**config.mk**
```make
export PLATFORM = sky130hd
export DESIGN_NAME = boot_copy_ctrl_flat
export DESIGN_NICKNAME = d
export VERILOG_FILES = /design/src/rtl/boot_copy_ctrl_if.sv /design/src/rtl/boot_copy_ctrl.sv /design/src/flat_wrapper.sv
export SDC_FILE = /design/constraint.sdc
export NUM_CORES = 1
export LEC_CHECK = 0
export CAP_MARGIN = 40
export CORE_MARGIN = 2
export CORE_UTILIZATION = 38
export DETAILED_ROUTE_END_ITERATION = 16
export GPL_TIMING_DRIVEN = 0
export PLACE_DENSITY = 0.87
export SLEW_MARGIN = 20
export SYNTH_ARGS = -nofsm -noshare
export SYNTH_HDL_FRONTEND = slang
export SYNTH_SLANG_ARGS = --single-unit
```
**constraint.sdc**
```tcl
create_clock -name clk -period 1.9 [get_ports clk]
set_input_delay 0.19 -clock clk [delete_from_list [all_inputs] [get_ports clk]]
set_output_delay 0.19 -clock clk [all_outputs]
set_load 0.005 [all_outputs]
```
**src/rtl/boot_copy_ctrl_if.sv**
```systemverilog
// Bootrom read port and main-RAM port as seen by the boot copy sequencer.
interface boot_copy_ctrl_if #(
  parameter int unsigned ROM_AW = 5,
  parameter int unsigned RAM_AW = 12,
  parameter int unsigned DW     = 16
);
  logic              rom_cs;
  logic              rom_we;
  logic [ROM_AW-1:0] rom_addr;
  logic [DW-1:0]     rom_dout;
  logic              ram_cs;
  logic              ram_we;
  logic [RAM_AW-1:0] ram_addr;
  logic [DW-1:0]     ram_din;
  logic [DW-1:0]     ram_rdata;
  logic              ram_ack;

  // Sequencer side: drives both memories' strobes, address and write data.
  modport master (
    output rom_cs, rom_we, rom_addr,
    input  rom_dout,
    output ram_cs, ram_we, ram_addr, ram_din,
    input  ram_rdata, ram_ack
  );

  // Memory side: bootrom and RAM models or wrappers.
  modport slave (
    input  rom_cs, rom_we, rom_addr,
    output rom_dout,
    input  ram_cs, ram_we, ram_addr, ram_din,
    output ram_rdata, ram_ack
  );
endinterface

```
**src/rtl/boot_copy_ctrl.sv**
```systemverilog
// Boot copy sequencer: copies every bootrom word into main RAM at DEST_BASE
// while holding the CPU stalled, then releases the CPU and the RAM port.
// Optional macro BOOT_VERIFY_EN adds a RAM read-back pass that compares an
// XOR checksum of the written words against the read-back words.
module boot_copy_ctrl #(
  parameter int unsigned       ROM_AW    = 5,
  parameter int unsigned       WORDS     = 32,
  parameter int unsigned       RAM_AW    = 12,
  parameter int unsigned       DW        = 16,
  parameter logic [RAM_AW-1:0] DEST_BASE = '0,
  parameter int unsigned       TMO_W     = 8
) (
  input  logic                    clk,
  input  logic                    rst,
  input  logic                    start,
  boot_copy_ctrl_if.master        bus,
  output logic                    cpu_hold,
  output logic                    done,
  output logic                    err
);

  localparam int unsigned      CW      = ROM_AW;
  localparam logic [CW-1:0]    LAST    = CW'(WORDS - 1);
  localparam logic [TMO_W-1:0] TMO_MAX = '1;

  typedef enum logic [2:0] {
    S_ARM,
    S_RD,
    S_WR,
    S_DONE
`ifdef BOOT_VERIFY_EN
    , S_VRD
`endif
  } state_t;

  state_t           state_q, state_d;
  logic [CW-1:0]    cnt_q, cnt_d;
  logic [DW-1:0]    data_q, data_d;
  logic [TMO_W-1:0] tmo_q, tmo_d;
  logic             err_q, err_d;
`ifdef BOOT_VERIFY_EN
  logic [DW-1:0]    wsum_q, wsum_d;
  logic [DW-1:0]    rsum_q, rsum_d;
`else
  logic             unused_rdata;
`endif

  logic              rom_cs_q, rom_cs_d;
  logic [ROM_AW-1:0] rom_addr_q, rom_addr_d;
  logic              ram_cs_q, ram_cs_d;
  logic              ram_we_q, ram_we_d;
  logic [RAM_AW-1:0] ram_addr_q, ram_addr_d;
  logic [DW-1:0]     ram_din_q, ram_din_d;
  logic              cpu_hold_q, cpu_hold_d;
  logic              done_q, done_d;

  // State and datapath registers.
  always_ff @(posedge clk or posedge rst) begin
    if (rst) begin
      state_q <= S_ARM;
      cnt_q   <= '0;
      data_q  <= '0;
      tmo_q   <= '0;
      err_q   <= 1'b0;
`ifdef BOOT_VERIFY_EN
      wsum_q  <= '0;
      rsum_q  <= '0;
`endif
    end else begin
      state_q <= state_d;
      cnt_q   <= cnt_d;
      data_q  <= data_d;
      tmo_q   <= tmo_d;
      err_q   <= err_d;
`ifdef BOOT_VERIFY_EN
      wsum_q  <= wsum_d;
      rsum_q  <= rsum_d;
`endif
    end
  end

  // Next-state, word counter, ack timeout and error decisions.
  always_comb begin
    state_d = state_q;
    cnt_d   = cnt_q;
    data_d  = data_q;
    tmo_d   = '0;
    err_d   = err_q;
`ifdef BOOT_VERIFY_EN
    wsum_d  = wsum_q;
    rsum_d  = rsum_q;
`endif
    case (state_q)
      S_ARM: state_d = S_RD;

      // Bootrom read is combinational; capture it at the end of the cycle.
      S_RD: begin
        data_d  = bus.rom_dout;
        state_d = S_WR;
      end

      S_WR: begin
        if (bus.ram_ack) begin
`ifdef BOOT_VERIFY_EN
          wsum_d = wsum_q ^ data_q;
`endif
          if (cnt_q == LAST) begin
            cnt_d = '0;
`ifdef BOOT_VERIFY_EN
            state_d = S_VRD;
`else
            state_d = S_DONE;
`endif
          end else begin
            cnt_d   = cnt_q + CW'(1);
            state_d = S_RD;
          end
        end else if (tmo_q == TMO_MAX) begin
          err_d   = 1'b1;
          state_d = S_DONE;
        end else begin
          tmo_d = tmo_q + TMO_W'(1);
        end
      end

`ifdef BOOT_VERIFY_EN
      // Read back each word; the final compare folds in the last read data.
      S_VRD: begin
        if (bus.ram_ack) begin
          rsum_d = rsum_q ^ bus.ram_rdata;
          if (cnt_q == LAST) begin
            cnt_d   = '0;
            err_d   = (rsum_d != wsum_q);
            state_d = S_DONE;
          end else begin
            cnt_d = cnt_q + CW'(1);
          end
        end else if (tmo_q == TMO_MAX) begin
          err_d   = 1'b1;
          state_d = S_DONE;
        end else begin
          tmo_d = tmo_q + TMO_W'(1);
        end
      end
`endif

      S_DONE: begin
        if (start) begin
          state_d = S_ARM;
          cnt_d   = '0;
          err_d   = 1'b0;
`ifdef BOOT_VERIFY_EN
          wsum_d  = '0;
          rsum_d  = '0;
`endif
        end
      end

      default: state_d = S_ARM;
    endcase
  end

  // Output decode from the next state so registered outputs line up with state.
  always_comb begin
    rom_cs_d   = 1'b0;
    ram_cs_d   = 1'b0;
    ram_we_d   = 1'b0;
    rom_addr_d = ROM_AW'(cnt_d);
    ram_addr_d = DEST_BASE + RAM_AW'(cnt_d);
    ram_din_d  = data_d;
    cpu_hold_d = 1'b1;
    done_d     = 1'b0;
    case (state_d)
      S_RD: rom_cs_d = 1'b1;
      S_WR: begin
        ram_cs_d = 1'b1;
        ram_we_d = 1'b1;
      end
`ifdef BOOT_VERIFY_EN
      S_VRD: ram_cs_d = 1'b1;
`endif
      S_DONE: begin
        cpu_hold_d = 1'b0;
        done_d     = 1'b1;
      end
      default: ;
    endcase
  end

  // Output registers; async reset drops every strobe immediately.
  always_ff @(posedge clk or posedge rst) begin
    if (rst) begin
      rom_cs_q   <= 1'b0;
      rom_addr_q <= '0;
      ram_cs_q   <= 1'b0;
      ram_we_q   <= 1'b0;
      ram_addr_q <= DEST_BASE;
      ram_din_q  <= '0;
      cpu_hold_q <= 1'b1;
      done_q     <= 1'b0;
    end else begin
      rom_cs_q   <= rom_cs_d;
      rom_addr_q <= rom_addr_d;
      ram_cs_q   <= ram_cs_d;
      ram_we_q   <= ram_we_d;
      ram_addr_q <= ram_addr_d;
      ram_din_q  <= ram_din_d;
      cpu_hold_q <= cpu_hold_d;
      done_q     <= done_d;
    end
  end

`ifndef BOOT_VERIFY_EN
  // Read-back data is only consumed by the verify pass.
  assign unused_rdata = ^bus.ram_rdata;
`endif

  assign bus.rom_cs   = rom_cs_q;
  assign bus.rom_we   = 1'b0;
  assign bus.rom_addr = rom_addr_q;
  assign bus.ram_cs   = ram_cs_q;
  assign bus.ram_we   = ram_we_q;
  assign bus.ram_addr = ram_addr_q;
  assign bus.ram_din  = ram_din_q;
  assign cpu_hold     = cpu_hold_q;
  assign done         = done_q;
  assign err          = err_q;

endmodule

```
**src/flat_wrapper.sv**
```systemverilog
// flat-port wrapper written by rule: the top's interface ports become plain ports
module boot_copy_ctrl_flat 
#(
  parameter int unsigned       ROM_AW    = 5,
  parameter int unsigned       WORDS     = 32,
  parameter int unsigned       RAM_AW    = 12,
  parameter int unsigned       DW        = 16,
  parameter logic [RAM_AW-1:0] DEST_BASE = '0,
  parameter int unsigned       TMO_W     = 8
)
  (clk, rst, start, cpu_hold, done, err, bus_rom_cs, bus_rom_we, bus_rom_addr, bus_rom_dout, bus_ram_cs, bus_ram_we, bus_ram_addr, bus_ram_din, bus_ram_rdata, bus_ram_ack);
  boot_copy_ctrl_if #(.ROM_AW(ROM_AW), .RAM_AW(RAM_AW), .DW(DW)) bus_i ();
  input  logic clk;
  input  logic rst;
  input  logic start;
  output logic cpu_hold;
  output logic done;
  output logic err;
  output wire logic [$bits(bus_i.rom_cs)-1:0] bus_rom_cs;
  output wire logic [$bits(bus_i.rom_we)-1:0] bus_rom_we;
  output wire logic [$bits(bus_i.rom_addr)-1:0] bus_rom_addr;
  input wire logic [$bits(bus_i.rom_dout)-1:0] bus_rom_dout;
  output wire logic [$bits(bus_i.ram_cs)-1:0] bus_ram_cs;
  output wire logic [$bits(bus_i.ram_we)-1:0] bus_ram_we;
  output wire logic [$bits(bus_i.ram_addr)-1:0] bus_ram_addr;
  output wire logic [$bits(bus_i.ram_din)-1:0] bus_ram_din;
  input wire logic [$bits(bus_i.ram_rdata)-1:0] bus_ram_rdata;
  input wire logic [$bits(bus_i.ram_ack)-1:0] bus_ram_ack;
  assign bus_rom_cs = bus_i.rom_cs;
  assign bus_rom_we = bus_i.rom_we;
  assign bus_rom_addr = bus_i.rom_addr;
  assign bus_i.rom_dout = bus_rom_dout;
  assign bus_ram_cs = bus_i.ram_cs;
  assign bus_ram_we = bus_i.ram_we;
  assign bus_ram_addr = bus_i.ram_addr;
  assign bus_ram_din = bus_i.ram_din;
  assign bus_i.ram_rdata = bus_ram_rdata;
  assign bus_i.ram_ack = bus_ram_ack;
  boot_copy_ctrl #(.ROM_AW(ROM_AW), .WORDS(WORDS), .RAM_AW(RAM_AW), .DW(DW), .DEST_BASE(DEST_BASE), .TMO_W(TMO_W)) u_core (.clk(clk), .rst(rst), .start(start), .bus(bus_i), .cpu_hold(cpu_hold), .done(done), .err(err));
endmodule
```
# After elaboration in Yosys (flattened, before gate mapping)
# Cells that the tools add are included.
op_classes:
  n_addsub: 2
  n_eq_ne: 12
  muxes: 20
  reduce_logical: 4
op_table:
  columns: ["op", "n"]
  rows:
  - ["$mux 8", 3]
  - ["$mux 5", 3]
  - ["$eq 3x2->1 const B", 4]
  - ["$pmux 3 s4", 1]
  - ["$pmux 5 s2", 1]
  - ["$mux 3", 3]
  - ["$add 8x1->8 const B", 1]
  - ["$eq 8x8->1 const B", 1]
  - ["$mux 1", 7]
  - ["$eq 3x1->1 const B", 2]
  - ["$ne 2x2->1 const B", 3]
  - ["$add 5x1->5 const B", 1]
  - ["$eq 5x5->1 const B", 1]
  - ["$reduce_and 4->1", 1]
  - ["$logic_not 3->1", 1]
  - ["$reduce_and 3->1", 1]
  - ["$mux 2", 1]
  - ["$ne 2x1->1 const B", 1]
  - ["$pmux 1 s2", 1]
  - ["$reduce_bool 2->1", 1]
totals:
  reg_bits: 37
  in_bits: 36
  word_cells: 47

# Logic depth before layout (Yosys ltp)
logic_depth:
  ltp_word: 6
  mapped_depth: 6

# Worst setup path before layout
# OpenSTA, ideal clock, no wires.
synth_path:
  path_kind: "register -> register"
  start: "register u_core.bus.ram_addr[0] (netlist name)"
  end: "register u_core.done_q (netlist: u_core.done)"
  setup_time_ns: 0.121
  arrival_time_ns: 1.706
  setup_slack_ns: 0.072
  stages_incl_launch_ff: 7
  period_less_slack_ns: 1.828
  cell_sequence: "dfrtp_1 ha_1 and3_1 ha_1 nand2b_1 a22oi_1 and4bb_2"
synth_rtl:
  columns: ["item", "line_no", "rtl"]
  rows:
  - ["end signal, assigned", "boot_copy_ctrl.sv:209", "done_q <= done_d;"]
  - ["end, declared", "boot_copy_ctrl.sv:55", "logic done_q, done_d;"]

==> impl_metrics.toml <==
[run_status]
run_status = "finished clean"

[pwr]
power.ir.vdd_worst_v = 0.000447
power.total_w = 0.00249
static_power_due_to_leakage_nw = 1.06
p_per_area_nw_per_um2 = 990

[logic_synthesis]
synth_enable_flop_cells = 0
synth.top_cells.by_area = "sky130_fd_sc_hd__dfrtp_1 51%, sky130_fd_sc_hd__mux2_2 10%, sky130_fd_sc_hd__buf_4 6.4%, sky130_fd_sc_hd__o21ai_0 2.3%, sky130_fd_sc_hd__ha_1 2.1%"
ys_warn_count = 0
synth_compound_area_share_pct = 10.6
synth-seq-area-share_pct = 52.9
netlist_instances = 146
main_combinational_cell_family_by_area_after_synthesis = "simple AND/OR/NAND/NOR gates"
synthMuxAreaShare_pct = 10.9
leading_register_cell_type_out_of_synthesis = "sky130_fd_sc_hd__dfrtp_1"
synth_xor_area_share_pct = 1.00
yosys.cell_types.count = 40
yosys.cell_count.top_type = "sky130_fd_sc_hd__dfrtp_1"
syn_area_um2 = 1750
synthTopCellsByCount = "36 x sky130_fd_sc_hd__dfrtp_1, 16 x sky130_fd_sc_hd__mux2_2, 15 x sky130_fd_sc_hd__buf_4"
synth_adder_area_share_pct = 2.14
post_synth_and_or_nand_nor_area_fraction_pct = 12.4
ys_ff_latch = 37
synth_area_per_cell_um2 = 12.0
synth-async-reset-ratio_pct = 100
synth_top_cell_by_area = "sky130_fd_sc_hd__dfrtp_1"
synth_top_area_share_pct = 51.4

[grt]
gr-usage-all-layers_pct = 13.4
global_route.overflow_total = 0
vias_in_the_first_global_route = 1216
grt_pass1_wl_um = 5490
grt_start_max_net_pins = 26
grt_antenna_before_repair = 0

[critical_path]
required_ns = 2.07
critPathMaxStageDelay_ns = 0.44
worst_path_most_repeated_cell = "sky130_fd_sc_hd__ha_2"
path_max_fanout = 6
setup.worst_path.end_class = "register"
type_of_origin_of_the_critical_path = "register"
cpMaxStageDelayCell = "sky130_fd_sc_hd__dfrtp_2"
timing.setup.critical_path_class = "register to register"
critical_path_buf_inv_count = 0
arrival_ns = 1.99
cp_top_family = "simple AND/OR/NAND/NOR gates"
crit_chain = "ha_2, and3_1, ha_2, nand2b_1, a22oi_2, and4bb_2"

[drt]
number_of_vias_per_cell_after_detailed_routing = 4.83
detailed_router_s_first_iteration_violation_count = 52
detailedRoute.firstPassIterationCount = 4
remaining_drc_errors = 0
drt-wirelength-per-cell_um = 12.2
via_count = 1298
final_antenna_net_count = 0
drt_wl_total_um = 3280

[clock_tree]
tritoncts_buffer_count = 5
clock_path_buffers = 2
cts_tree = "yes"
numClockSinks = 37
cts-root-buf = "sky130_fd_sc_hd__clkbuf_8"
clk_transition_reported_paths_ns = 0.07
cts.htree.levels = 2
clock_latency_ns = 0.28

[die]
die_area_um2 = 5170
num_rows = 24
die_height_um = 71.9
io-pin-count = 76
core_region_area_um2 = 4380
effective_utilization_at_floorplan_pct = 40.0
chipWidth_um = 71.9

[worst_hold_path]
hold_path_class = "input port to asynchronous set/reset pin"

[sta]
setup_viol_count_final = 0
slew_viol_final = 0
rsz0062_at_grt = "no"
period_needed_ns = 1.82
timing_hold_violations_final = 0
final_critical_path_setup_slack_ns = 0.0792
min_period_over_period_pct = 95.8
max_clock_freq_mhz = 549
clock-skew-final_ns = 0.00543
tightest_slew_ns = 0.564
slew-limit-headroom_pct = 61.3

[place]
placed_cells = 258
dp_slack_ns = -0.0740
post-dp-hpwl_um = 2350
final_weighted_congestion_of_routability_driven_global_placement = 0.739
port_buffers = 51

[flow_run]
timing.max_cap.violations = 0

[layout]
antenna-diode-count = 0
finalCoreUtilization_pct = 57.3
finalNetCount = 255
drive_above_1_share_pct = 28.1
layoutNonFillerInstCount = 269
area_growth_syn_to_layout_pct = 43.5
## path summary, 6_finish.rpt
kind                       slack, ns  cells past startpoint                               start                            to
min                             0.17                      2                                 rst  u_core.data_q[1]$_DFFE_PP0P_
max in group asynchronous       1.23                      3                                 rst     u_core.cpu_hold$_DFF_PP1_
min in group clk                0.51                      1        u_core.data_q[3]$_DFFE_PP0P_  u_core.data_q[3]$_DFFE_PP0P_
max reg2reg                     0.08                      6  u_core.bus.ram_addr[0]$_DFFE_PP0P_         u_core.done$_DFF_PP0_
max                             0.08                      6  u_core.bus.ram_addr[0]$_DFFE_PP0P_         u_core.done$_DFF_PP0_
min reg2reg                     0.51                      1        u_core.data_q[3]$_DFFE_PP0P_  u_core.data_q[3]$_DFFE_PP0P_
## timing repair
action / in CTS / in global routing
gates resized for setup: 1 / 5
pin swaps: 1 / 1
hold buffers: 0 / 0
endpoints found under the setup margin: 2 / 15
setup buffers: 0 / 3
## per-layer routing
layer	part of all wire [%]	global-route usage, %
met1	42	17.0
met2	51	22.3
met3	6.0	3.33
met4	0.82	4.40
met5	0	0
## final cells by class
class / count / area, um^2
Tap cell: 52 / 65.1
Buffer: 17 / 135
Sequential cell: 37 / 928
Inverter: 10 / 37.5
Timing Repair Buffer: 55 / 553
Fill cell: 372 / 1870
Clock buffer: 8 / 90.1
Multi-Input combinational cell: 90 / 704
## power by group
part	internal (W)	total (W)	switching [W]	leakage (nW)
clock	0.000296	0.000554	0.000259	0.0455
sequential	0.000946	0.00106	0.000115	0.462
combinational	0.000617	0.000873	0.000256	0.556
## per-stage QoR
step                      TNS [ns]  instance area, um^2  hold WS [ns]
after floorplan                  0                 1780         0.342
after global placement     -0.0940                 2360         0.489
after detailed placement    -0.123                 2380         0.483
after CTS                        0                 2470         0.172
after global routing             0                 2510         0.204
final                            0                 2510         0.169
## sequential cells by signal, summed over array words and instances, names as in the netlist
register             flops
u_core.bus.ram_addr      5
u_core.done              1
u_core.bus.ram_cs        1
u_core.tmo_q             8
u_core.bus.rom_cs        1
u_core.cpu_hold          1
u_core.data_q           16
u_core.state_q           3
u_core.err               1
## cell usage in the layout (no fill, tap or decap), types with 2 or more instances in the layout
master and instances:
sky130_fd_sc_hd__a211oi_1 2, sky130_fd_sc_hd__a21oi_1 2, sky130_fd_sc_hd__a311oi_1 2, sky130_fd_sc_hd__buf_4 18
sky130_fd_sc_hd__buf_6 2, sky130_fd_sc_hd__clkbuf_1 2, sky130_fd_sc_hd__clkbuf_8 6, sky130_fd_sc_hd__clkdlybuf4s50_1 51
sky130_fd_sc_hd__conb_1 9, sky130_fd_sc_hd__dfrtp_1 35, sky130_fd_sc_hd__ha_2 2, sky130_fd_sc_hd__inv_1 9
sky130_fd_sc_hd__mux2_2 16, sky130_fd_sc_hd__nand2_1 6, sky130_fd_sc_hd__nand2b_1 2, sky130_fd_sc_hd__nand3_1 3
sky130_fd_sc_hd__nand4_1 2, sky130_fd_sc_hd__nor2_1 6, sky130_fd_sc_hd__o21ai_0 8, sky130_fd_sc_hd__o31ai_1 3
sky130_fd_sc_hd__or3_1 2, sky130_fd_sc_hd__or4b_4 2, sky130_fd_sc_hd__xnor2_1 2
## worst register-to-register path, stage by stage (launching register included)
cell	delay, ns
sky130_fd_sc_hd__dfrtp_2	0.44
sky130_fd_sc_hd__ha_2	0.21
sky130_fd_sc_hd__and3_1	0.19
sky130_fd_sc_hd__ha_2	0.19
sky130_fd_sc_hd__nand2b_1	0.16
sky130_fd_sc_hd__a22oi_2	0.26
sky130_fd_sc_hd__and4bb_2	0.26
## cells by family (layout without fill, tap and decap cells)
kind of cell    count (synthesis)  after routing
compound gates                 26             26
fa+ha+maj                       3              3
simple gates                   33             33
buf+inv                        27             90
xor+xnor                        2              2
mux                            17             17
other cells                     1              9
flops                          37             37
Power figures use the tool's default switching activity.
